==> config.mk <==
export PLATFORM = sky130hd
export DESIGN_NAME = player_ctrl
export DESIGN_NICKNAME = d
export VERILOG_FILES = /design/src/rtl/player_ctrl.sv
export SDC_FILE = /design/constraint.sdc
export NUM_CORES = 1
export LEC_CHECK = 0
export BUFFER_PORTS_ARGS = -buffer_cell sky130_fd_sc_hd__clkbuf_2
export CORE_MARGIN = 2
export CORE_UTILIZATION = 27
export CTS_BUF_LIST = sky130_fd_sc_hd__clkbuf_8
export DETAILED_ROUTE_END_ITERATION = 16
export GPL_ROUTABILITY_DRIVEN = 1
export SLEW_MARGIN = 10
export SYNTH_ARGS = -nofsm -noshare
export SYNTH_HDL_FRONTEND = slang
export SYNTH_SLANG_ARGS = --single-unit
==> constraint.sdc <==
create_clock -name frame_clk -period 10.5 [get_ports frame_clk]
set_input_delay 1.05 -clock frame_clk [delete_from_list [all_inputs] [get_ports frame_clk]]
set_output_delay 1.05 -clock frame_clk [all_outputs]
set_load 0.02 [all_outputs]
==> src/rtl/player_ctrl.sv <==
// Player controller: per-frame movement with arena/pillar collision, blast damage with
// invulnerability window, and edge-triggered tile-snapped bomb drops with cooldown.
module player_ctrl #(
  parameter logic [7:0]  KEY_UP        = 8'h52,
  parameter logic [7:0]  KEY_DOWN      = 8'h51,
  parameter logic [7:0]  KEY_LEFT      = 8'h50,
  parameter logic [7:0]  KEY_RIGHT     = 8'h4F,
  parameter logic [7:0]  KEY_BOMB      = 8'h13,
  parameter int unsigned STEP          = 1,
  parameter int unsigned W             = 19,
  parameter int unsigned H             = 26,
  parameter int unsigned X_MIN         = 32,
  parameter int unsigned X_MAX         = 575,
  parameter int unsigned Y_MIN         = 32,
  parameter int unsigned Y_MAX         = 447,
  parameter int unsigned TILE          = 64,
  parameter int unsigned ORIGIN        = 32,
  parameter int unsigned SPAWN_X       = 544,
  parameter int unsigned SPAWN_Y       = 416,
  parameter int unsigned LIVES         = 3,
  parameter int unsigned INVULN_FRAMES = 120,
  parameter int unsigned BOMB_COOLDOWN = 60
) (
  input  logic       frame_clk,
  input  logic       Reset,
  input  logic [7:0] keycode,
  input  logic       blast_valid,
  input  logic [9:0] blast_x,
  input  logic [9:0] blast_y,
  input  logic [9:0] blast_w,
  input  logic [9:0] blast_h,
  output logic [9:0] userX,
  output logic [9:0] userY,
  output logic [2:0] heart,
  output logic       bomb_drop,
  output logic [9:0] drop_x,
  output logic [9:0] drop_y,
  output logic       damage,
  output logic       collide,
  output logic       dead
);

  localparam int unsigned AW   = 12;
  localparam int unsigned TBIT = $clog2(TILE);
  localparam int unsigned IW   = $clog2(INVULN_FRAMES + 2);
  localparam int unsigned CW   = $clog2(BOMB_COOLDOWN + 2);

  localparam logic [AW-1:0] STEP_A  = AW'(STEP);
  localparam logic [AW-1:0] W_A     = AW'(W);
  localparam logic [AW-1:0] H_A     = AW'(H);
  localparam logic [AW-1:0] WM1_A   = AW'(W - 1);
  localparam logic [AW-1:0] HM1_A   = AW'(H - 1);
  localparam logic [AW-1:0] WH_A    = AW'(W / 2);
  localparam logic [AW-1:0] HH_A    = AW'(H / 2);
  localparam logic [AW-1:0] XMIN_A  = AW'(X_MIN);
  localparam logic [AW-1:0] XMAX_A  = AW'(X_MAX);
  localparam logic [AW-1:0] YMIN_A  = AW'(Y_MIN);
  localparam logic [AW-1:0] YMAX_A  = AW'(Y_MAX);
  localparam logic [AW-1:0] ORG_A   = AW'(ORIGIN);
  localparam logic [AW-1:0] TMASK_A = ~(AW'(TILE - 1));
  localparam logic [10:0]   W11     = 11'(W);
  localparam logic [10:0]   H11     = 11'(H);
  localparam logic [IW-1:0] INV_LD  = IW'(INVULN_FRAMES);
  localparam logic [CW-1:0] COOL_LD = CW'(BOMB_COOLDOWN);

  if (W >= TILE / 2 || H >= TILE / 2) begin : g_bad_hitbox
    $error("player_ctrl: hitbox must be narrower than half a tile");
  end
  if (LIVES < 1 || LIVES > 7) begin : g_bad_lives
    $error("player_ctrl: LIVES must be 1..7");
  end

  typedef enum logic [1:0] {ALIVE, INVULN, DEAD} state_t;

  state_t        state_q, state_d;
  logic [9:0]    ux_q, ux_d, uy_q, uy_d, dx_q, dx_d, dy_q, dy_d;
  logic [2:0]    heart_q, heart_d;
  logic [IW-1:0] inv_q, inv_d;
  logic [CW-1:0] cool_q, cool_d;
  logic          bombk_q, bombk_d, drop_q, drop_d, dmg_q, dmg_d;
  logic          col_q, col_d, dead_q, dead_d;

  function automatic logic in_band(input logic [AW-1:0] c);
    return 1'((c - ORG_A) >> (TBIT - 1));
  endfunction

  logic [10:0] ux11, uy11, bx11, by11, bxe, bye, uxe, uye;
  logic        overlap, bomb_edge, cand_ok;
  logic [AW-1:0] cx, cy;

  assign ux11 = {1'b0, ux_q};
  assign uy11 = {1'b0, uy_q};
  assign bx11 = {1'b0, blast_x};
  assign by11 = {1'b0, blast_y};
  assign bxe  = bx11 + {1'b0, blast_w};
  assign bye  = by11 + {1'b0, blast_h};
  assign uxe  = ux11 + W11;
  assign uye  = uy11 + H11;
  assign overlap = blast_valid && (ux11 < bxe) && (bx11 < uxe) && (uy11 < bye) && (by11 < uye);
  assign bomb_edge = (keycode == KEY_BOMB) && !bombk_q;

  always_comb begin
    cx = {2'b00, ux_q};
    cy = {2'b00, uy_q};
    case (keycode)
      KEY_UP:    cy = cy - STEP_A;
      KEY_DOWN:  cy = cy + STEP_A;
      KEY_LEFT:  cx = cx - STEP_A;
      KEY_RIGHT: cx = cx + STEP_A;
      default:   ;
    endcase
  end

  // Upper-bit test rejects candidates that wrapped below zero before the sums are trusted.
  assign cand_ok = (cx[AW-1:10] == '0) && (cy[AW-1:10] == '0) &&
                   (cx >= XMIN_A) && (cx + W_A <= XMAX_A) &&
                   (cy >= YMIN_A) && (cy + H_A <= YMAX_A) &&
                   !((in_band(cx) || in_band(cx + WM1_A)) && (in_band(cy) || in_band(cy + HM1_A)));

  always_comb begin
    state_d = state_q;
    ux_d    = ux_q;
    uy_d    = uy_q;
    dx_d    = dx_q;
    dy_d    = dy_q;
    heart_d = heart_q;
    inv_d   = inv_q;
    cool_d  = (cool_q != '0) ? cool_q - CW'(1) : '0;
    bombk_d = (keycode == KEY_BOMB);
    drop_d  = 1'b0;
    dmg_d   = 1'b0;
    if (state_q == ALIVE && overlap) begin
      heart_d = heart_q - 3'd1;
      dmg_d   = 1'b1;
      ux_d    = 10'(SPAWN_X);
      uy_d    = 10'(SPAWN_Y);
      cool_d  = cool_q;
      if (heart_q == 3'd1) begin
        state_d = DEAD;
      end else begin
        state_d = INVULN;
        inv_d   = INV_LD;
      end
    end else if (state_q != DEAD) begin
      if (state_q == INVULN) begin
        inv_d = inv_q - IW'(1);
        if (inv_q == IW'(1)) state_d = ALIVE;
      end
      if (cand_ok) begin
        ux_d = cx[9:0];
        uy_d = cy[9:0];
      end
      if (bomb_edge && cool_q == '0) begin
        drop_d = 1'b1;
        cool_d = COOL_LD;
        dx_d   = 10'((({2'b00, ux_q} + WH_A - ORG_A) & TMASK_A) + ORG_A);
        dy_d   = 10'((({2'b00, uy_q} + HH_A - ORG_A) & TMASK_A) + ORG_A);
      end
    end
    col_d  = (state_d == INVULN);
    dead_d = (state_d == DEAD);
  end

  always_ff @(posedge frame_clk or negedge Reset) begin
    if (!Reset) begin
      state_q <= ALIVE;
      ux_q    <= 10'(SPAWN_X);
      uy_q    <= 10'(SPAWN_Y);
      dx_q    <= '0;
      dy_q    <= '0;
      heart_q <= 3'(LIVES);
      inv_q   <= '0;
      cool_q  <= '0;
      bombk_q <= 1'b0;
      drop_q  <= 1'b0;
      dmg_q   <= 1'b0;
      col_q   <= 1'b0;
      dead_q  <= 1'b0;
    end else begin
      state_q <= state_d;
      ux_q    <= ux_d;
      uy_q    <= uy_d;
      dx_q    <= dx_d;
      dy_q    <= dy_d;
      heart_q <= heart_d;
      inv_q   <= inv_d;
      cool_q  <= cool_d;
      bombk_q <= bombk_d;
      drop_q  <= drop_d;
      dmg_q   <= dmg_d;
      col_q   <= col_d;
      dead_q  <= dead_d;
    end
  end

  assign userX     = ux_q;
  assign userY     = uy_q;
  assign heart     = heart_q;
  assign bomb_drop = drop_q;
  assign drop_x    = dx_q;
  assign drop_y    = dy_q;
  assign damage    = dmg_q;
  assign collide   = col_q;
  assign dead      = dead_q;

endmodule

==> flow_summary.yaml, run 1 <==
global_route:
  grt_max_degree: 53
  grt_pass1_vias: 5362
  track_usage_pct: 13.85
  overflow: 0
  grt_pass1_wl_um: 27270
  antenna_found_initial: 0
place:
  io_buffer_count: 87
  dpl.hpwl_um: 12660
  globalplace.congestion: 0.8729
  placed_area_um2: 6594
  place_inst: 1021
clocking:
  cts-root-buf: "clkbuf_8"
  insertion_delay_ps: 310
  cts_hold_buf: 0
  cts_tree: "yes"
  clkSinkCount: 52
  cts-htree-levels: 2
  post_cts_buffers: 0
  cts_resized: 0
  clock_path_buffers: 2
  path_clk_slew_ps: 90
  cts_buffers: 5
yosys:
  syn_avg_cell_area_um2: 8.722
  ys_ff_latch: 52
  async_reset_ff_share_pct: 100.0
  synth_edf_count: 0
  yosysWarnings: 0
  synth_area_um2: 5992
  synthCells: 687
  yosysUniqueCellTypes: 92
  ys.flop_type: "dfrtp_1"
  synth.yosys.seq_area_share_pct: 21.86
timing:
  timing.hold.ws_ps: 512.1
  slew_viol_final: 0
  fin_crit_sh_pct: 47.81
  tns_ps: 0
  post-route-min-period_ps: 5020
  slew_headroom_pct: 33.47
  setup_viol: 0
  fmax_mhz: 199.2
  worst_pin_slew_ps: 993.6
  skew_ps: 14.39
  finalHoldViolCount: 0
  rsz0062_at_grt: "no"
drt:
  viasPerCell: 5.272
  drt_pass1_iterations: 5
  vias: 5425
  routedWlPerCell_um: 15.68
  postRouteAntennaNets: 0
  drt_iter0_markers: 387
  routed_wl_um: 16140
  drc: 0
worst_setup_path:
  cpPeakStageDelay_ps: 430
  cp.arrival_ps: 5250
  path_cells: "clkbuf_2 -> ha_1 -> fa_1 -> a21oi_1 -> o21ai_0 -> o31ai_1 -> a21oi_1 -> or2_2 -> ha_1 -> a21o_1 -> a21oi_1 -> o21ai_0 -> and3b_1 -> nor3b_2 -> buf_4 -> nand3_1 -> inv_1 -> mux2i_1"
  crit_top_cell: "a21oi_1"
  crit_slowest_cell: "inv_1"
  path_max_fanout: 23
  required_ps: 10730
  path_class: "in2reg"
  end_kind: "flop"
  critPathLaunchType: "primary input"
final_layout:
  design_area_um2: 6679
  multiInputGateArea_um2: 4340
  diodes: 0
  nFillCells: 2349
  fin_nets: 872
  layoutNonFillerInstCount: 1029
  register_area_um2: 1310
  drive_gt1_share_pct: 20.56
  syn_to_final_growth_pct: 11.46
die:
  core_um2: 21820
  dieArea_um2: 23400
  die_h_um: 153.0
  start_util_pct: 27.46
  io_pins: 98
  rows: 54
  die_w_um: 153.0
outcome:
  status: "finished, final reports clean"
pwr:
  power.density_nw_per_um2: 62.96
  p_leak_uw: 0.002967
  ir_drop_uv: 43.86
flow_run:
  maxCapViolCount: 0
hold_path:
  hold_class: "reg2reg"
## sequential cells by signal, indices dropped and copies added (netlist names)
name       count
cool_q         6
bomb_drop      1
bombk_q        1
heart          3
inv_q          7
drop_x         5
userY         10
damage         1
drop_y         4
dead           1
userX         10
state_q        2
collide        1
## cells in the mapped netlist (5+ instances only)
master / instances / area (µm²)
o21bai_1: 8 / 60.06
buf_2: 10 / 50.05
dfrtp_1: 45 / 1126
a21o_1: 10 / 75.07
a211oi_1: 7 / 52.55
a31oi_1: 24 / 150.1
o21ai_0: 28 / 140.1
nor4_1: 11 / 68.82
inv_1: 34 / 127.6
nor2_1: 34 / 127.6
or3_1: 7 / 43.79
o31a_1: 5 / 43.79
buf_4: 13 / 97.59
o31ai_1: 8 / 60.06
nand3_1: 16 / 80.08
nor3_1: 18 / 90.09
nand2_1: 40 / 150.1
or2_2: 5 / 31.28
clkbuf_1: 17 / 63.81
o211ai_1: 5 / 37.54
a21oi_1: 28 / 140.1
dfstp_2: 7 / 183.9
xnor2_1: 36 / 315.3
a211o_1: 7 / 61.31
xor2_1: 21 / 183.9
o21a_1: 10 / 75.07
nand2b_1: 9 / 56.30
mux2_2: 14 / 157.7
nor2b_1: 6 / 37.54
nand4_1: 23 / 143.9
ha_1: 71 / 888.4
## power by group
group,internal [µW],leakage [µW],switching (µW)
Sequential,200,0.000603,0.00281
Clock,45.8,0.0000453,67.0
Combinational,45.1,0.00232,62.3
Total,291,0.00297,129
## cell type report
class                           count  area share (%)
Clock inverter                      3          0.2435
Tap cell                          280           5.245
Timing Repair Buffer               91           6.969
Inverter                           34           1.911
Clock buffer                        5           1.030
Multi-Input combinational cell    564           64.99
Sequential cell                    52           19.61
## worst max-delay path, delay by kind of cell
kind / cells / cell delay, ps
AO/OA/AOI/OAI: 7 / 1210
AND/OR/NAND/NOR: 4 / 1010
adder cells (fa/ha/maj): 3 / 910
buffers and inverters: 3 / 810
multiplexers: 1 / 240
## through the flow
step	worst slack, ps	util (%)	total power, µW
final	5480	30.60	420.5
after global routing	5044	30.60	449.7
after CTS	5487	30.60	425.7
after detailed placement	5191	30.21	311.9
after global placement	5310	30.21	310.0
after floorplan	5819	-	281.3
## path summary, 6_finish.rpt
kind / from / end / slack, ps / cells past startpoint
max in group asynchronous: Reset / drop_y[7] / 9200 / 2
max reg2reg: userY[1] / userY[4] / 6190 / 11
max: blast_y[0] / heart[1] / 5480 / 18
min reg2reg: drop_y[8] / drop_y[8] / 510 / 1
min in group asynchronous: Reset / bomb_drop / 860 / 2
min: drop_y[8] / drop_y[8] / 510 / 1
## layer usage
layer	track usage (%)	share of wire, %	vias up
li1	-	-	2685
met3	1.446	4.6	11
met4	2.866	0.94	0
met5	0	0	-
met2	23.28	47	152
met1	19.30	48	2577
## placed cells by master, fill, tap and decap left out, types with 11 or more instances in the layout
cell / Yosys / final
o21ai_0: 28 / 28
nand2_1: 40 / 40
nand4_1: 23 / 23
xnor2_1: 36 / 36
a31oi_1: 24 / 24
xor2_1: 21 / 21
dfrtp_1: 45 / 45
mux2_2: 14 / 14
nor2_1: 34 / 34
ha_1: 71 / 71
a21oi_1: 28 / 28
inv_1: 34 / 35
nor4_1: 11 / 11
clkbuf_2: 0 / 87
nor3_1: 18 / 18
nand3_1: 16 / 16
## kinds of logic (layout without fill, tap and decap cells)
| group | after synthesis | after routing | synth area share (%) |
|---|---|---|---|
| and+or+nand+nor | 216 | 216 | 21.44 |
| buffers and inverters | 80 | 133 | 6.348 |
| DFF | 52 | 52 | 21.86 |
| muxes | 23 | 23 | 4.301 |
| xor gates and xnor gates | 57 | 57 | 8.332 |
| adders and majority gates | 73 | 73 | 15.49 |
| AOI/OAI and AO/OA | 185 | 185 | 22.15 |
| other | 1 | 10 | 0.06258 |
No activity file was read; power rests on OpenSTA's default activity.
==> run 2, diff against run 1 <==
==> constraint.sdc (replaced) <==
create_clock -name frame_clk -period 5.2 [get_ports frame_clk]
set_input_delay 0.52 -clock frame_clk [delete_from_list [all_inputs] [get_ports frame_clk]]
set_output_delay 0.52 -clock frame_clk [all_outputs]
set_load 0.02 [all_outputs]
==> flow_summary.yaml, run 2 (synthesis results as in run 1) <==
clocking:
  cts_hold_buf: 0
  cts_buffers: 5
  cts-root-buf: "clkbuf_8"
  cts-htree-levels: 2
  cts_resized: 0
  post_cts_buffers: 0
  insertion_delay_ps: 320
  clkSinkCount: 52
  cts_tree: "yes"
  clock_path_buffers: 2
  path_clk_slew_ps: 90
worst_setup_path:
  end_kind: "flop"
  critPathLaunchType: "primary input"
  crit_top_cell: "o21ai_0"
  cp.arrival_ps: 4520
  crit_slowest_cell: "or3b_1"
  cpPeakStageDelay_ps: 550
  required_ps: 5370
  path_max_fanout: 8
  path_cells: "clkbuf_2 -> ha_1 -> fa_1 -> a21oi_1 -> o21ai_0 -> o31ai_1 -> a21bo_2 -> ha_1 -> a2111oi_0 -> o21ai_0 -> o21ai_0 -> o21ai_0 -> and3b_1 -> or3b_1 -> nor4_1 -> o21ai_0"
  path_class: "in2reg"
timing:
  worst_pin_slew_ps: 838.3
  finalHoldViolCount: 0
  fmax_mhz: 229.9
  post-route-min-period_ps: 4349
  fin_crit_sh_pct: 83.64
  setup_viol: 0
  skew_ps: 14.15
  timing.hold.ws_ps: 333.3
  tns_ps: 0
  slew_headroom_pct: 44.01
  slew_viol_final: 0
  rsz0062_at_grt: "no"
drt:
  drt_iter0_markers: 417
  routedWlPerCell_um: 15.76
  vias: 5524
  viasPerCell: 5.342
  postRouteAntennaNets: 0
  drc: 0
  routed_wl_um: 16290
  drt_pass1_iterations: 5
final_layout:
  multiInputGateArea_um2: 4340
  fin_nets: 877
  layout_common_cells: "87 x clkbuf_2, 71 x ha_1, 45 x dfrtp_1"
  design_area_um2: 6746
  nFillCells: 2351
  drive_gt1_share_pct: 21.22
  syn_to_final_growth_pct: 12.59
  register_area_um2: 1310
  layout_commonest_cell: "clkbuf_2"
  diodes: 0
  layoutNonFillerInstCount: 1034
die:
  core_um2: 21820
  io_pins: 98
  die_w_um: 153.0
  rows: 54
  dieArea_um2: 23400
  start_util_pct: 27.46
  die_h_um: 153.0
place:
  globalplace.congestion: 0.8222
  placed_area_um2: 6631
  io_buffer_count: 87
  dpl.hpwl_um: 12710
  place_inst: 1026
flow_run:
  maxCapViolCount: 0
outcome:
  status: "finished, final reports clean"
pwr:
  p_leak_uw: 0.002999
  power.density_nw_per_um2: 135.4
  power_uw: 913.7
  ir_drop_uv: 96.79
global_route:
  overflow: 0
  top_usage_layer: "met2"
  grt_pass1_vias: 5476
  use_met1_pct: 19.13
  grt_max_degree: 53
  use_met2_pct: 23.57
  use_met3_pct: 1.616
  antenna_found_initial: 0
  track_usage_pct: 13.91
  grt_pass1_wl_um: 27470
hold_path:
  hold_class: "in2async"
-- run 2: cell types whose count changed in the layout (fill, tap and decap cells not counted), sizes merged --
cell	before	now
buf	4	9
bufinv	0	1
clkinv	1	0
-- run 2: cell type report --
type	count	area share (%)
inverter	34	1.892
clock buffer	5	1.020
tap	280	5.193
multi-input combinational	564	64.34
clock inverter	3	0.6862
timing repair buffer	96	7.455
sequential	52	19.42
-- run 2: worst max-delay path, delay by kind of cell --
kind	cells	cell delay, ps
compound gates	9	1830
simple gates	3	1280
fa+ha+maj	3	810
buf+inv	1	90
-- run 2: worst paths after layout --
kind / slack [ps] / to / cells past startpoint / startpoint
max: 850 / inv_q[0] / 16 / blast_y[0]
min: 330 / inv_q[4] / 2 / Reset
max reg2reg: 1060 / userY[4] / 11 / userY[1]
min reg2reg: 520 / drop_y[8] / 1 / drop_y[8]
max in group asynchronous: 4420 / inv_q[5] / 2 / Reset
min in group frame_clk: 520 / drop_y[8] / 1 / drop_y[8]
-- run 2: routing by layer --
layer  wire (µm)  part of all wire (%)  up-vias
li1            -                     -     2694
met1        7886                    48     2629
met2        7417                    46      187
met3         766                   4.7       14
met4         221                   1.4        0
met5           0                     0        -
-- run 2: through the flow --
step / utilization, % / setup WS (ps)
floorplan: - / 1049
global placement: 30.39 / 697.7
detailed placement: 30.39 / 557.3
CTS: 30.91 / 889.0
global route: 30.91 / 399.7
finish: 30.91 / 851.0
-- run 2: where the power goes --
group          switching (µW)  total, µW  leakage [µW]  internal, µW
clock                     144        289     0.0000548           145
sequential            0.00756        404      0.000603           404
combinational             127        220       0.00234          93.3
